===== src/rtl/bht_ctrl.sv =====
`default_nettype none
// ============================================================================
// Module   : bht_ctrl
// Purpose  : Access controller for the bimodal branch history table. Shares
//            the table's single access port between fetch-stage lookups and
//            resolve-stage counter updates. Updates are buffered in a small
//            in-order FIFO with an anti-starvation age counter. A per-domain
//            flush walk clears the table on a privilege-domain switch.
// Revision : 1.0 - initial release
// ----------------------------------------------------------------------------
// Build option:
//   BHT_CTRL_FLUSH_EN - compiles in the flush FSM, the domain-filtered FIFO
//                       drop and the walk index counter. When undefined,
//                       flush_done_o is a registered copy of flush_req_i,
//                       no clears are issued and the FIFO is never filtered.
// ----------------------------------------------------------------------------
// Ports:
//   clk_i, rst_ni        clock, asynchronous active-low reset
//   lkp_*                fetch lookup request / grant / registered response
//   upd_*                resolve update request, accepted into the FIFO
//   flush_*              single-cycle flush request, busy flag, done pulse
//   bht_*                array port: req/we/clr, index, bank, direction,
//                        target (combinational from FIFO head, walk index
//                        and the lookup inputs)
// ============================================================================

package bht_ctrl_pkg;
    typedef enum logic [1:0] {
        DOM_INIT = 2'd0,
        DOM_PRIV = 2'd1,
        DOM_USER = 2'd2
    } domain_t;
endpackage

`ifndef BHT_IDX_WIDTH
`define BHT_IDX_WIDTH 4
`endif

module bht_ctrl
    import bht_ctrl_pkg::*;
#(
    parameter int IDX_W   = `BHT_IDX_WIDTH,
    parameter int QDEPTH  = 4,
    parameter int AGE_MAX = 7
) (
    input  logic             clk_i,
    input  logic             rst_ni,

    input  logic             lkp_valid_i,
    input  logic [IDX_W-1:0] lkp_idx_i,
    input  domain_t          lkp_domain_i,
    output logic             lkp_ready_o,
    output logic             lkp_rsp_valid_o,

    input  logic             upd_valid_i,
    output logic             upd_ready_o,
    input  logic [IDX_W-1:0] upd_idx_i,
    input  logic             upd_taken_i,
    input  logic [31:0]      upd_targ_i,
    input  domain_t          upd_domain_i,

    input  logic             flush_req_i,
    input  domain_t          flush_domain_i,
    output logic             flush_busy_o,
    output logic             flush_done_o,

    output logic             bht_req_o,
    output logic             bht_we_o,
    output logic             bht_clr_o,
    output logic [IDX_W-1:0] bht_idx_o,
    output domain_t          bht_domain_o,
    output logic             bht_taken_o,
    output logic [31:0]      bht_targ_o
);

    localparam int c_CNT_W = $clog2(QDEPTH + 1);
    localparam int c_PTR_W = $clog2(QDEPTH);
    localparam int c_AGE_W = (AGE_MAX < 1) ? 1 : $clog2(AGE_MAX + 1);
    localparam logic [c_AGE_W-1:0] c_AGE_LIM = c_AGE_W'(AGE_MAX);
    localparam logic [c_CNT_W-1:0] c_FULL    = c_CNT_W'(QDEPTH);

    typedef enum logic [1:0] {
        ST_IDLE = 2'd0,
        ST_WALK = 2'd1,
        ST_DONE = 2'd2
    } state_t;

    typedef struct packed {
        logic [IDX_W-1:0] idx;
        logic             taken;
        logic [31:0]      targ;
        domain_t          domain;
    } upd_entry_t;

    // ------------------------------------------------------------------
    // Update FIFO storage: a shift-register queue, head always at slot 0,
    // so that the flush filter can compact survivors in order.
    // ------------------------------------------------------------------
    upd_entry_t           r_fifo [QDEPTH];
    logic [c_CNT_W-1:0]   r_cnt;
    logic [c_AGE_W-1:0]   r_age;
    logic                 r_rsp_valid;

    upd_entry_t           w_fifo_nxt [QDEPTH];
    upd_entry_t           w_mid      [QDEPTH];
    logic [QDEPTH-1:0]    w_vld;
    logic [QDEPTH-1:0]    w_keep;
    logic [c_PTR_W-1:0]   w_pos;
    logic [c_CNT_W-1:0]   w_cnt_nxt;
    logic [c_CNT_W-1:0]   w_cnt_deq;
    logic [c_CNT_W-1:0]   w_cnt_enq;
    upd_entry_t           w_upd_entry;
    upd_entry_t           w_head;

    logic                 w_full;
    logic                 w_empty;
    logic                 w_force_drain;
    logic                 w_drain;
    logic                 w_lkp_grant;
    logic                 w_enq;

    // Flush-side signals, driven by whichever configuration is built.
    state_t               w_state;
    logic                 w_flush_start;
    logic                 w_busy;
    logic                 w_done;
    logic [IDX_W-1:0]     w_clr_idx;
    domain_t              w_clr_dom;

    assign w_full  = (r_cnt == c_FULL);
    assign w_empty = (r_cnt == '0);
    assign w_head  = r_fifo[0];

    assign w_upd_entry = '{idx: upd_idx_i, taken: upd_taken_i,
                           targ: upd_targ_i, domain: upd_domain_i};

    // ------------------------------------------------------------------
    // Arbitration: a full FIFO or an aged head beats a lookup; otherwise
    // lookups win and the FIFO drains only into idle cycles.
    // ------------------------------------------------------------------
    assign w_force_drain = !w_empty && (w_full || (r_age == c_AGE_LIM));
    assign w_lkp_grant   = (w_state == ST_IDLE) && lkp_valid_i && !w_force_drain;
    assign w_drain       = (w_state == ST_IDLE) && !w_empty &&
                           (w_force_drain || !lkp_valid_i);

    // No bypass when full: a same-cycle dequeue does not open a slot.
    assign upd_ready_o = !w_full && (w_state == ST_IDLE);
    assign w_enq       = upd_valid_i && upd_ready_o;
    assign lkp_ready_o = w_lkp_grant;

    assign w_cnt_deq = r_cnt - c_CNT_W'(w_drain);
    assign w_cnt_enq = w_cnt_deq + c_CNT_W'(w_enq);

    // Next FIFO contents: dequeue shift, then enqueue at the tail, then drop
    // entries of the domain being flushed and compact the survivors.
    always_comb begin
        for (int i = 0; i < QDEPTH; i++) begin
            w_mid[i] = r_fifo[i];
            if (w_drain) begin
                w_mid[i] = (i == QDEPTH - 1) ? '0 : r_fifo[(i + 1) % QDEPTH];
            end
            if (w_enq && (c_CNT_W'(i) == w_cnt_deq)) begin
                w_mid[i] = w_upd_entry;
            end
            w_vld[i]  = (c_CNT_W'(i) < w_cnt_enq);
            w_keep[i] = w_vld[i] &&
                        !(w_flush_start && (w_mid[i].domain == flush_domain_i));
        end

        w_pos     = '0;
        w_cnt_nxt = '0;
        for (int k = 0; k < QDEPTH; k++) begin
            w_fifo_nxt[k] = '0;
        end
        for (int i = 0; i < QDEPTH; i++) begin
            if (w_keep[i]) begin
                w_fifo_nxt[w_pos] = w_mid[i];
                w_pos             = w_pos + 1'b1;
                w_cnt_nxt         = w_cnt_nxt + 1'b1;
            end
        end
    end

    always_ff @(posedge clk_i or negedge rst_ni) begin
        if (!rst_ni) begin
            for (int i = 0; i < QDEPTH; i++) begin
                r_fifo[i] <= '0;
            end
            r_cnt <= '0;
        end else begin
            r_fifo <= w_fifo_nxt;
            r_cnt  <= w_cnt_nxt;
        end
    end

    // Age of the head: counts cycles the head waits, saturating at the limit
    // that forces a drain; restarts with every new head.
    always_ff @(posedge clk_i or negedge rst_ni) begin
        if (!rst_ni) begin
            r_age <= '0;
        end else if (w_empty || w_drain) begin
            r_age <= '0;
        end else if (r_age != c_AGE_LIM) begin
            r_age <= r_age + 1'b1;
        end
    end

    // The array returns read data one cycle after the access.
    always_ff @(posedge clk_i or negedge rst_ni) begin
        if (!rst_ni) begin
            r_rsp_valid <= 1'b0;
        end else begin
            r_rsp_valid <= w_lkp_grant;
        end
    end
    assign lkp_rsp_valid_o = r_rsp_valid;

`ifdef BHT_CTRL_FLUSH_EN
    // ------------------------------------------------------------------
    // Flush FSM: IDLE -> WALK (one clear per index) -> DONE -> IDLE.
    // ------------------------------------------------------------------
    state_t           r_state;
    state_t           w_state_nxt;
    logic [IDX_W-1:0] r_widx;
    logic [IDX_W-1:0] w_widx_nxt;
    domain_t          r_fdom;
    domain_t          w_fdom_nxt;

    always_ff @(posedge clk_i or negedge rst_ni) begin
        if (!rst_ni) begin
            r_state <= ST_IDLE;
            r_widx  <= '0;
            r_fdom  <= DOM_INIT;
        end else begin
            r_state <= w_state_nxt;
            r_widx  <= w_widx_nxt;
            r_fdom  <= w_fdom_nxt;
        end
    end

    always_comb begin
        w_state_nxt   = r_state;
        w_widx_nxt    = r_widx;
        w_fdom_nxt    = r_fdom;
        w_flush_start = 1'b0;
        w_busy        = 1'b0;
        w_done        = 1'b0;
        case (r_state)
            ST_IDLE: begin
                if (flush_req_i) begin
                    if ((flush_domain_i == DOM_PRIV) || (flush_domain_i == DOM_USER)) begin
                        w_state_nxt   = ST_WALK;
                        w_flush_start = 1'b1;
                        w_widx_nxt    = '0;
                        w_fdom_nxt    = flush_domain_i;
                    end else begin
                        // Nothing to clear: acknowledge straight away.
                        w_state_nxt = ST_DONE;
                    end
                end
            end
            ST_WALK: begin
                w_busy     = 1'b1;
                w_widx_nxt = r_widx + 1'b1;
                if (r_widx == '1) begin
                    w_state_nxt = ST_DONE;
                end
            end
            ST_DONE: begin
                w_done      = 1'b1;
                w_state_nxt = ST_IDLE;
            end
            default: begin
                w_state_nxt = ST_IDLE;
            end
        endcase
    end

    assign w_state   = r_state;
    assign w_clr_idx = r_widx;
    assign w_clr_dom = r_fdom;
`else
    // Flush support not built: acknowledge every request one cycle later so
    // that requesters never wait forever.
    logic r_done;

    always_ff @(posedge clk_i or negedge rst_ni) begin
        if (!rst_ni) begin
            r_done <= 1'b0;
        end else begin
            r_done <= flush_req_i;
        end
    end

    assign w_state       = ST_IDLE;
    assign w_flush_start = 1'b0;
    assign w_busy        = 1'b0;
    assign w_done        = r_done;
    assign w_clr_idx     = '0;
    assign w_clr_dom     = DOM_INIT;
`endif

    assign flush_busy_o = w_busy;
    assign flush_done_o = w_done;

    // ------------------------------------------------------------------
    // Array port mux: walk clear, FIFO drain, or lookup read.
    // ------------------------------------------------------------------
    always_comb begin
        bht_req_o    = 1'b0;
        bht_we_o     = 1'b0;
        bht_clr_o    = 1'b0;
        bht_idx_o    = '0;
        bht_domain_o = DOM_INIT;
        bht_taken_o  = 1'b0;
        bht_targ_o   = '0;
        if (w_state == ST_WALK) begin
            bht_req_o    = 1'b1;
            bht_we_o     = 1'b1;
            bht_clr_o    = 1'b1;
            bht_idx_o    = w_clr_idx;
            bht_domain_o = w_clr_dom;
        end else if (w_drain) begin
            bht_req_o    = 1'b1;
            bht_we_o     = 1'b1;
            bht_idx_o    = w_head.idx;
            bht_domain_o = w_head.domain;
            bht_taken_o  = w_head.taken;
            bht_targ_o   = w_head.targ;
        end else if (w_lkp_grant) begin
            bht_req_o    = 1'b1;
            bht_idx_o    = lkp_idx_i;
            bht_domain_o = lkp_domain_i;
        end
    end

endmodule

`default_nettype wire


===== config.mk =====
export PLATFORM = sky130hd
export DESIGN_NAME = bht_ctrl
export DESIGN_NICKNAME = d
export VERILOG_FILES = /design/src/rtl/bht_ctrl.sv
export SDC_FILE = /design/constraint.sdc
export NUM_CORES = 1
export LEC_CHECK = 0
export CORE_MARGIN = 4
export CORE_UTILIZATION = 36
export CTS_CLUSTER_DIAMETER = 80
export CTS_CLUSTER_SIZE = 8
export DETAILED_ROUTE_END_ITERATION = 7
export PLACE_DENSITY = 0.68
export SLEW_MARGIN = 20
export SYNTH_ARGS = -nofsm -noshare
export SYNTH_HDL_FRONTEND = slang
export SYNTH_SLANG_ARGS = --single-unit

===== constraint.sdc =====
create_clock -name clk_i -period 4 [get_ports clk_i]
set_clock_uncertainty 0.2 [all_clocks]
set_input_delay 0.4 -clock clk_i [delete_from_list [all_inputs] [get_ports clk_i]]
set_output_delay 0.4 -clock clk_i [all_outputs]
set_load 0.05 [all_outputs]

==> metrics.txt <==
status finished, final reports clean; max cap viols 0; Peak VDD IR 0.602 mV; total core area 21200 µm²; Worst setup SP type flop; sequential power share 0.269; Iter 0 DRT Violations 625; worst skew pair latency 0.43 ns; sw frac 0.444; commonest non-fill, non-tap cell in the layout nand2_1; Power Dens Cells 800 nW/µm²; GR Overflow Total 0; Pre-Repair DR Iteration Count 5; CP endpoint kind output pin; Crit path largest cell delay 0.39 ns; clock power share 0.221; CP Cell Sequence ha_1 -> ha_1 -> nand2b_1 -> nor2_1 -> or2_4 -> buf_6 -> inv_4 -> buf_4 -> a22o_1 -> buf_12; Distinct cells, synth 34; H-tree Lvls 4; Pint 4.50 mW; I/O pins 99; wire per inst 17.0 µm; first-pass GRT wire length 33.4 mm; Post-CTS Setup Bufs 0; dpl hpwl 12.5 mm; die footprint 24100 µm²; Max Freq 270 MHz; Worst path most repeated cell ha_1; CTS sink cnt 164; crit path buf inv count 4; DR vias 6589; setup violators final 0; final setup TNS 0 ns; pre-CTS setup slack 0.429 ns; Post-Route Utilization 0.478; Switch Pwr 3.59 mW; synthesized area per cell 9.20 µm²; Seq cells post-synth 164; Clock Path Buffers 2; CTS tree done; Tightest Hold Check Type in2reg; global placement routability congestion 0.757; layout cells sized above 1 0.123; Sequential Area 4100 µm²; Setup WS post-layout 0.297 ns; die height 155 µm; vias in the first global route 6243; reg2reg setup slack 0.40 ns; Core Rows 53; area grow syn2layout 29.7%; Top Family by Delay on Critical Path buffers and inverters; largest net degree at the start of global routing 64; drt drc 0; commonest non-fill, non-tap cells in the layout nand2_1, dfrtp_1, nor2_1; sequential share of the synthesized area 0.527; synth warn 0; initial antenna violation count 0; Final #Nets 963; I/O Buffers 94; Post-Synthesis Cells 847; max_slew headroom 0.433; min Tclk post-route 3.70 ns; Routed Antenna Nets 0; Fillers 1925; GR Util All Layers 0.170; initial core utilization 0.368; final slew viol count 0; CTS clk-pin slew, worst paths 0.07 ns; period utilisation layout 0.926; P_leak 4.24 nW; crit path max fanout 57; DIE WIDTH 155 µm; Via density 5.51; area of the multi-input gates 3360 µm²; total wire length 20.3 mm; Comb pwr share 0.510; Slew @ Worst Pin 0.848 ns; RSZ-0062 raised after global routing false; worst-path cell with the longest stage delay dfrtp_1; CP Class reg2out; Final Hold Fails 0; crit path DAT 3.10 ns; Worst Path Required 3.40 ns; Root Buffer clkbuf_16; CTS buffer count 17; # diodes 0; Synth Cell Area 7790 µm²
cells in the mapped netlist (all sizes together):
library cell / number / area (µm²)
a211oi: 1 / 7.51
nor3: 3 / 15.0
nand3b: 1 / 7.51
a21boi: 1 / 7.51
nand2: 239 / 897
or2: 2 / 12.5
buf: 42 / 233
dfrtp: 164 / 4100
inv: 3 / 11.3
a21oi: 3 / 15.0
a221oi: 1 / 15.0
nand3: 2 / 10.0
conb: 1 / 3.75
xor2: 1 / 16.3
mux2i: 1 / 10.0
nand2b: 2 / 12.5
and3: 3 / 18.8
ha: 3 / 37.5
a21bo: 2 / 20.0
clkbuf: 40 / 150
a22o: 45 / 394
a31o: 1 / 8.76
o2111ai: 1 / 8.76
nor2: 123 / 462
and2: 35 / 219
xnor2: 3 / 26.3
nor2b: 1 / 6.26
o211ai: 2 / 15.0
a311oi: 118 / 1030
o21ai: 3 / 15.0
repair_timing:
action | CTS | global route
hold endpoints to repair | 55 | 0
setup endpoints to repair | 0 | 23
gates resized for setup | 0 | 1
hold buffers | 1 | 0
cell families after synthesis:
logic type | synth area share
compound gates | 0.198
fa+ha+maj | 0.00482
mux | 0.00128
other cells | 0.000481
buf+inv | 0.0506
simple gates | 0.213
flops | 0.527
xor+xnor | 0.00546
worst paths after layout:
check / startpoint / to / depth (start not counted)
setup / recovery: r_age[0] / bht_idx_o[1] / 10
hold / removal: flush_req_i / flush_done_o / 1
setup reg to reg: r_age[0] / r_fifo[77] / 12
hold reg to reg: r_age[0] / r_age[0] / 1
max in group asynchronous: rst_ni / r_fifo[146] / 3
min in group asynchronous: rst_ni / r_fifo[91] / 2
final cells by class:
cell class,count,area share
clock inverter,14,0.0209
sequential,164,0.406
tap,275,0.0340
inverter,3,0.00136
timing repair buffer,123,0.162
multi-input combinational,599,0.333
clock buffer,18,0.0425
sequential cells by signal, indices dropped and copies added (netlist names):
| register | cells |
|---|---|
| r_fifo | 156 |
| flush_done_o | 1 |
| lkp_rsp_valid_o | 1 |
| r_cnt | 3 |
| r_age | 3 |
per-layer routing:
| layer | track usage | vias up | part of all wire |
|---|---|---|---|
| met5 | 0 | - | 0 |
| met4 | 0.0467 | 0 | 0.012 |
| met3 | 0.0384 | 23 | 0.062 |
| met2 | 0.268 | 217 | 0.48 |
| met1 | 0.238 | 3257 | 0.45 |
| li1 | - | 3092 | - |
worst register-to-register path: cells and delay by family (launching register included):
family                   cells  cell delay (ns)
buffers and inverters        1             0.33
AND/OR/NAND/NOR              4             0.57
AO/OA/AOI/OAI                4             1.25
flip-flops                   1             0.39
adder cells (fa/ha/maj)      3             0.72
stage by stage:
| stage | area, µm² | hold slack [ns] | std cells | power (mW) |
|---|---|---|---|---|
| after global routing | 10100 | 0.220 | 1196 | 8.57 |
| final | 10100 | 0.211 | 1196 | 8.09 |
| after CTS | 10100 | 0.198 | 1196 | 8.15 |
| after detailed placement | 9450 | 0.214 | 1163 | 6.33 |
| after floorplan | 7800 | -0.0956 | 848 | 4.78 |
| after global placement | 9450 | 0.214 | 1163 | 6.27 |
power by group through the flow:
| stage | logic [mW] | registers, mW | clock network (mW) |
|---|---|---|---|
| 6_report | 4.13 | 2.18 | 1.79 |
| 5_1_grt | 4.46 | 2.21 | 1.90 |
| 4_1_cts | 4.15 | 2.17 | 1.83 |
| 3_5_place_dp | 4.13 | 2.20 | 0 |
| 3_3_place_gp | 4.08 | 2.19 | 0 |
| 2_1_floorplan | 2.64 | 2.14 | 0 |
Power figures use the tool's default switching activity.
==> edit 1 (same flow settings) <==
`AGE_MAX`: 7 -> 6.
--- a/src/rtl/bht_ctrl.sv
+++ b/src/rtl/bht_ctrl.sv
@@ -43,3 +43,3 @@
     parameter int QDEPTH  = 4,
-    parameter int AGE_MAX = 7
+    parameter int AGE_MAX = 6
 ) (
Function: no difference found for any inputs over 4 cycles, from zero or initial values and one cycle with rst_ni low; that may be too few to reach the edited logic, so the function may still have changed.
==> edit 1 against the unedited design <==
  * Global-route usage fell by 0.71 points
  * Count of clock-buffer cells in the layout up 2
  * Largest power group unchanged
  * Non-clock buffer count decreased by 7
  * Sequential cell count did not move
  * Routed wire length shrank 2.5%
  * Final area decreased by 3.5%
  * Area after synthesis grew 4.1%
  * Setup slack improved by 140 ps
  * Via count is 5.8% lower
  * Total power grew 3.5%
  * Largest cell class unchanged
==> edit 1: results (changes against the unedited design) <==
| Metric | Value |
|---|---|
| Reg2Reg Launch Point | `r_cnt[0]` |
| Worst r2r path cells | `9 (-3)` |
| Seq/total area | `42.1% (+1.5 points)` |
| Hold_buf cts | `1 (unchanged)` |
| Overall Global Routing Usage | `16.3% (-0.71 points)` |
| Gate Count Post-Synth | `809 (-4.5%)` |
| Cell count after placement | `1130 (-2.8%)` |
| Arrival time worst endpoint | `3680 ps (+580 ps)` |
| Clk slew on worst S/H paths | `70 ps (about the same)` |
| Status | `complete, no violations` |
| Setup CP Type | `reg2reg` |
| Via/cell ratio | `5.34 (-3.1%)` |
| Non-clock buffer count | `116 (-5.7%)` |
| Area occupied by multi-input gates | `3650 um2 (+8.6%)` |
| GP Congestion | `0.787 (+3.9%)` |
| Layout cells sized above 1 | `12.5% (+0.20 points)` |
| Crit Path Max Fanout | `38 (-33%)` |
| Clk pwr | `1560 uW (-13%)` |
| Synth unique cells | `45 (+32%)` |
| CP max-delay cell | `or3_1` |
| Critical path's largest stage delay | `530 ps (+140 ps)` |
| Leading post-synthesis cells by cell area | `dfrtp_1 51%, o211a_1 9.6%, nand2_1 7.9%` |
| DR iter-0 viols | `356 (-43%)` |
| Clock Latency Late Sink | `430 ps (about the same)` |
| Largest net degree at the start of global routing | `81 (+27%)` |
| Multi-input gates | `566 (-5.5%)` |
| Setup WS post-layout | `436 ps (+139 ps)` |
| Min-delay worst type | `in2reg` |
| Buffer share of cell area | `10.9% (-5.3 points)` |
| Worst reg2reg endpoint | `r_fifo[115]` |
| Commonest cells post-synth | `171 x nand2_1, 164 x dfrtp_1, 79 x nand3_1` |
| Sw power | `3810 uW (+6.2%)` |
| Leak | `0.00521 uW (+23%)` |
| Register area share after synthesis | `50.6% (-2.1 points)` |
| First-pass GRT wire length | `32.7 mm (-1.8%)` |
| Drt wl/cell | `17.1 um (+0.34%)` |
| Design Area, Final | `9750 um2 (-3.5%)` |
| Non-filler cells, final | `1162 (-2.8%)` |
| Cell Area, Placed | `9190 um2 (-2.8%)` |
| Final nets | `925 (-3.9%)` |
| Worst vdd ir | `0.000532 V (-12%)` |
| Vias in the first global route | `6253 (+0.16%)` |
| Inverters | `5 (+2)` |
| Worst hold slack | `211 ps (-0.127 ps)` |
| Fillers | `2088 (+8.5%)` |
| DP HPWL | `11.7 mm (-6.3%)` |
| Slew margin rel. | `38.4% (-4.9 points)` |
| Clock buffers | `20 (+2)` |
| Die area | `25000 um2 (+3.9%)` |
| Clock-cell share | `5.68% (-0.65 points)` |
| Worst slack, placed | `172 ps (-258 ps)` |
| P_comb | `4400 uW (+6.5%)` |
| P_int | `4560 uW (+1.2%)` |
==> edit 1: cell count changes after synthesis, sizes merged, moves of 3 or more <==
cell and delta:
a211oi +40, a21oi -3, a22o -6, a311oi -118, buf +4, clkbuf -11
mux2i +38, nand2 -68, nand3 +77, nor2 -79, o211a +78, o21ai +5
==> edit 1: routing by layer <==
layer  track usage [%]  vias up  wire length (um)
li1                  -     2973                 -
met1              21.8     3070              9290
met2              26.4      134              9250
met3              3.66       27               925
met4              5.40        0               361
met5                 0        -                 0
==> edit 1: logic make-up after synthesis <==
group                      after synthesis  synth area share [%]
muxes                                   39                  4.81
xor gates and xnor gates                 4                 0.432
and+or+nand+nor                        343                  18.7
other                                    1                0.0462
adders and majority gates                3                 0.463
buffers and inverters                   80                  4.83
DFF                                    164                  50.6
AOI/OAI and AO/OA                      175                  20.1
==> edit 1: critical path: cells and delay by family, from the launching register on <==
kind            cells  cell delay [ps]
simple gates        2              930
xor+xnor            1              500
flops               1              440
buf+inv             2              370
fa+ha+maj           1              250
compound gates      3              750
==> edit 2 (same flow settings) <==
Made on the original files. Add a define of `BHT_CTRL_FLUSH_EN`.
--- a/src/rtl/bht_ctrl.sv
+++ b/src/rtl/bht_ctrl.sv
@@ -26,2 +26,4 @@
 
+`define BHT_CTRL_FLUSH_EN
+
 package bht_ctrl_pkg;
Behaviour: not the same (a bounded check fails within 4 cycles, from zero or initial values and one cycle with rst_ni low).
==> edit 2 against the unedited design <==
  * The flow now finishes with violations (negative setup slack)
  * Final area grew 49%
  * Die area grew 34%
  * Worst hold slack gained 120 ps
  * Setup slack lost 770 ps
  * Sequential cell count grew 7
  * Routed wire length grew 99%
  * Area after synthesis grew 36%
  * Critical path type is now reg2reg
Power is not shown: default switching activity piles up to over one toggle a cycle in this logic, so the estimate is an artifact.
==> edit 2: results (changes against the unedited design) <==
| Metric | Value |
|---|---|
| Status | `finished with violations` |
| Failing checks | `negative setup slack` |
| Fillers | `2571 (+34%)` |
| Crit Path Max Fanout | `12 (-79%)` |
| Adder-cell share of the synthesized area | `0.948% (+0.47 points)` |
| Setup CP Type | `reg2reg` |
| Overall Global Routing Usage | `24.2% (+7.1 points)` |
| Synth unique cells | `66 (+94%)` |
| Xor/xnor cell area share of the yosys netlist | `0.497% (-0.048 points)` |
| Delay-heaviest family, CP | `simple AND/OR/NAND/NOR gates` |
| IO Port Bufs | `98 (+4.3%)` |
| Register area share after synthesis | `40.5% (-12 points)` |
| First-pass iteration count of the detailed router | `8 (+3)` |
| Final Setup Violations | `159 (+159)` |
| Cell count after placement | `1839 (+58%)` |
| N_diodes | `0 (unchanged)` |
| Worst r2r path cells | `21 (+9)` |
| WL met1 | `16.1 mm (+78%)` |
| WL met3 | `3.69 mm (+190%)` |
| Worst slack, placed | `-521 ps (-951 ps)` |
| GP Congestion | `0.870 (+15%)` |
| Resize count post-CTS | `52 (+52)` |
| Final wirelength | `40.4 mm (+99%)` |
| Met3 GRT Util | `4.18% (+0.34 points)` |
| Mapped Nets | `1367` |
| Count leader, synth | `nand2_1` |
| Setup WS post-layout | `-472 ps (-769 ps)` |
| Drt wl/cell | `21.1 um (+24%)` |
| Top Registers | `r_fifo: 156 flops, r_widx: 4 flops` |
| Reg2Reg Launch Point | `r_age[0]` |
| Worst reg2reg endpoint | `r_fifo[148]` |
| Min-delay worst type | `in2async` |
| Met1 usage | `32.1% (+8.3 points)` |
| Slew @ Worst Pin | `870 ps (+22.6 ps)` |
| Post-Syn Area per Cell | `8.08 um2 (-12%)` |
| Clock Latency Late Sink | `440 ps` |
| Vias in the first global route | `11181 (+79%)` |
| Layout cells sized above 1 | `28.4% (+16 points)` |
| Commonest cells post-synth | `310 x nand2_1, 171 x dfrtp_1, 96 x o21ai_0` |
| Post-CTS Setup Repair Bufs | `23 (+23)` |
| GR met2 Demand/Resource | `39.0% (+12 points)` |
| Cell Area, Placed | `13100 um2 (+38%)` |
| DR iter-0 viols | `1415 (+130%)` |
| CTS H-tree depth | `4 (unchanged)` |
| Routed wl met2 | `19.0 mm (+95%)` |
| Final nets | `1574 (+63%)` |
| First-pass GRT wire length | `61.0 mm (+83%)` |
| DP HPWL | `22.2 mm (+77%)` |
| Setup_tns | `-56250 ps (-56250 ps)` |
| WP depth | `21 (+11)` |
| Largest net degree at the start of global routing | `101 (+58%)` |
| Complex-gate fraction of the synthesized area | `25.5% (+5.7 points)` |
| Multiplexer share of the synthesized area | `4.55% (+4.4 points)` |
| Worst hold slack | `335 ps (+125 ps)` |
| Arrival time worst endpoint | `4590 ps (+1490 ps)` |
| Leading post-synthesis cells by cell area | `dfrtp_1 41%, nand2_1 11%, o22ai_1 4.7%` |
| Routed vias | `11657 (+77%)` |
## edit 2: cell count changes after synthesis, moves of 12 or more
cell / unedited run / this run
a22o_1: 45 / 29
a22oi_1: 0 / 48
a311oi_1: 118 / 1
a31oi_1: 0 / 63
buf_2: 33 / 21
clkbuf_1: 40 / 81
inv_1: 2 / 15
mux2_2: 0 / 30
nand2_1: 239 / 310
nand3_1: 2 / 55
nor2_1: 123 / 88
o21ai_0: 2 / 96
o221ai_1: 0 / 39
o22ai_1: 0 / 79
## edit 2: final cells by class
type                            instances  area [um2]  area share [%]
Multi-Input combinational cell       1001        6630            44.1
Sequential cell                       171        4280            28.5
Timing Repair Buffer                  305        2950            19.7
Tap cell                              384         480            3.20
Clock buffer                           18         439            2.92
Clock inverter                         14         180            1.20
Inverter                               18        72.6           0.483
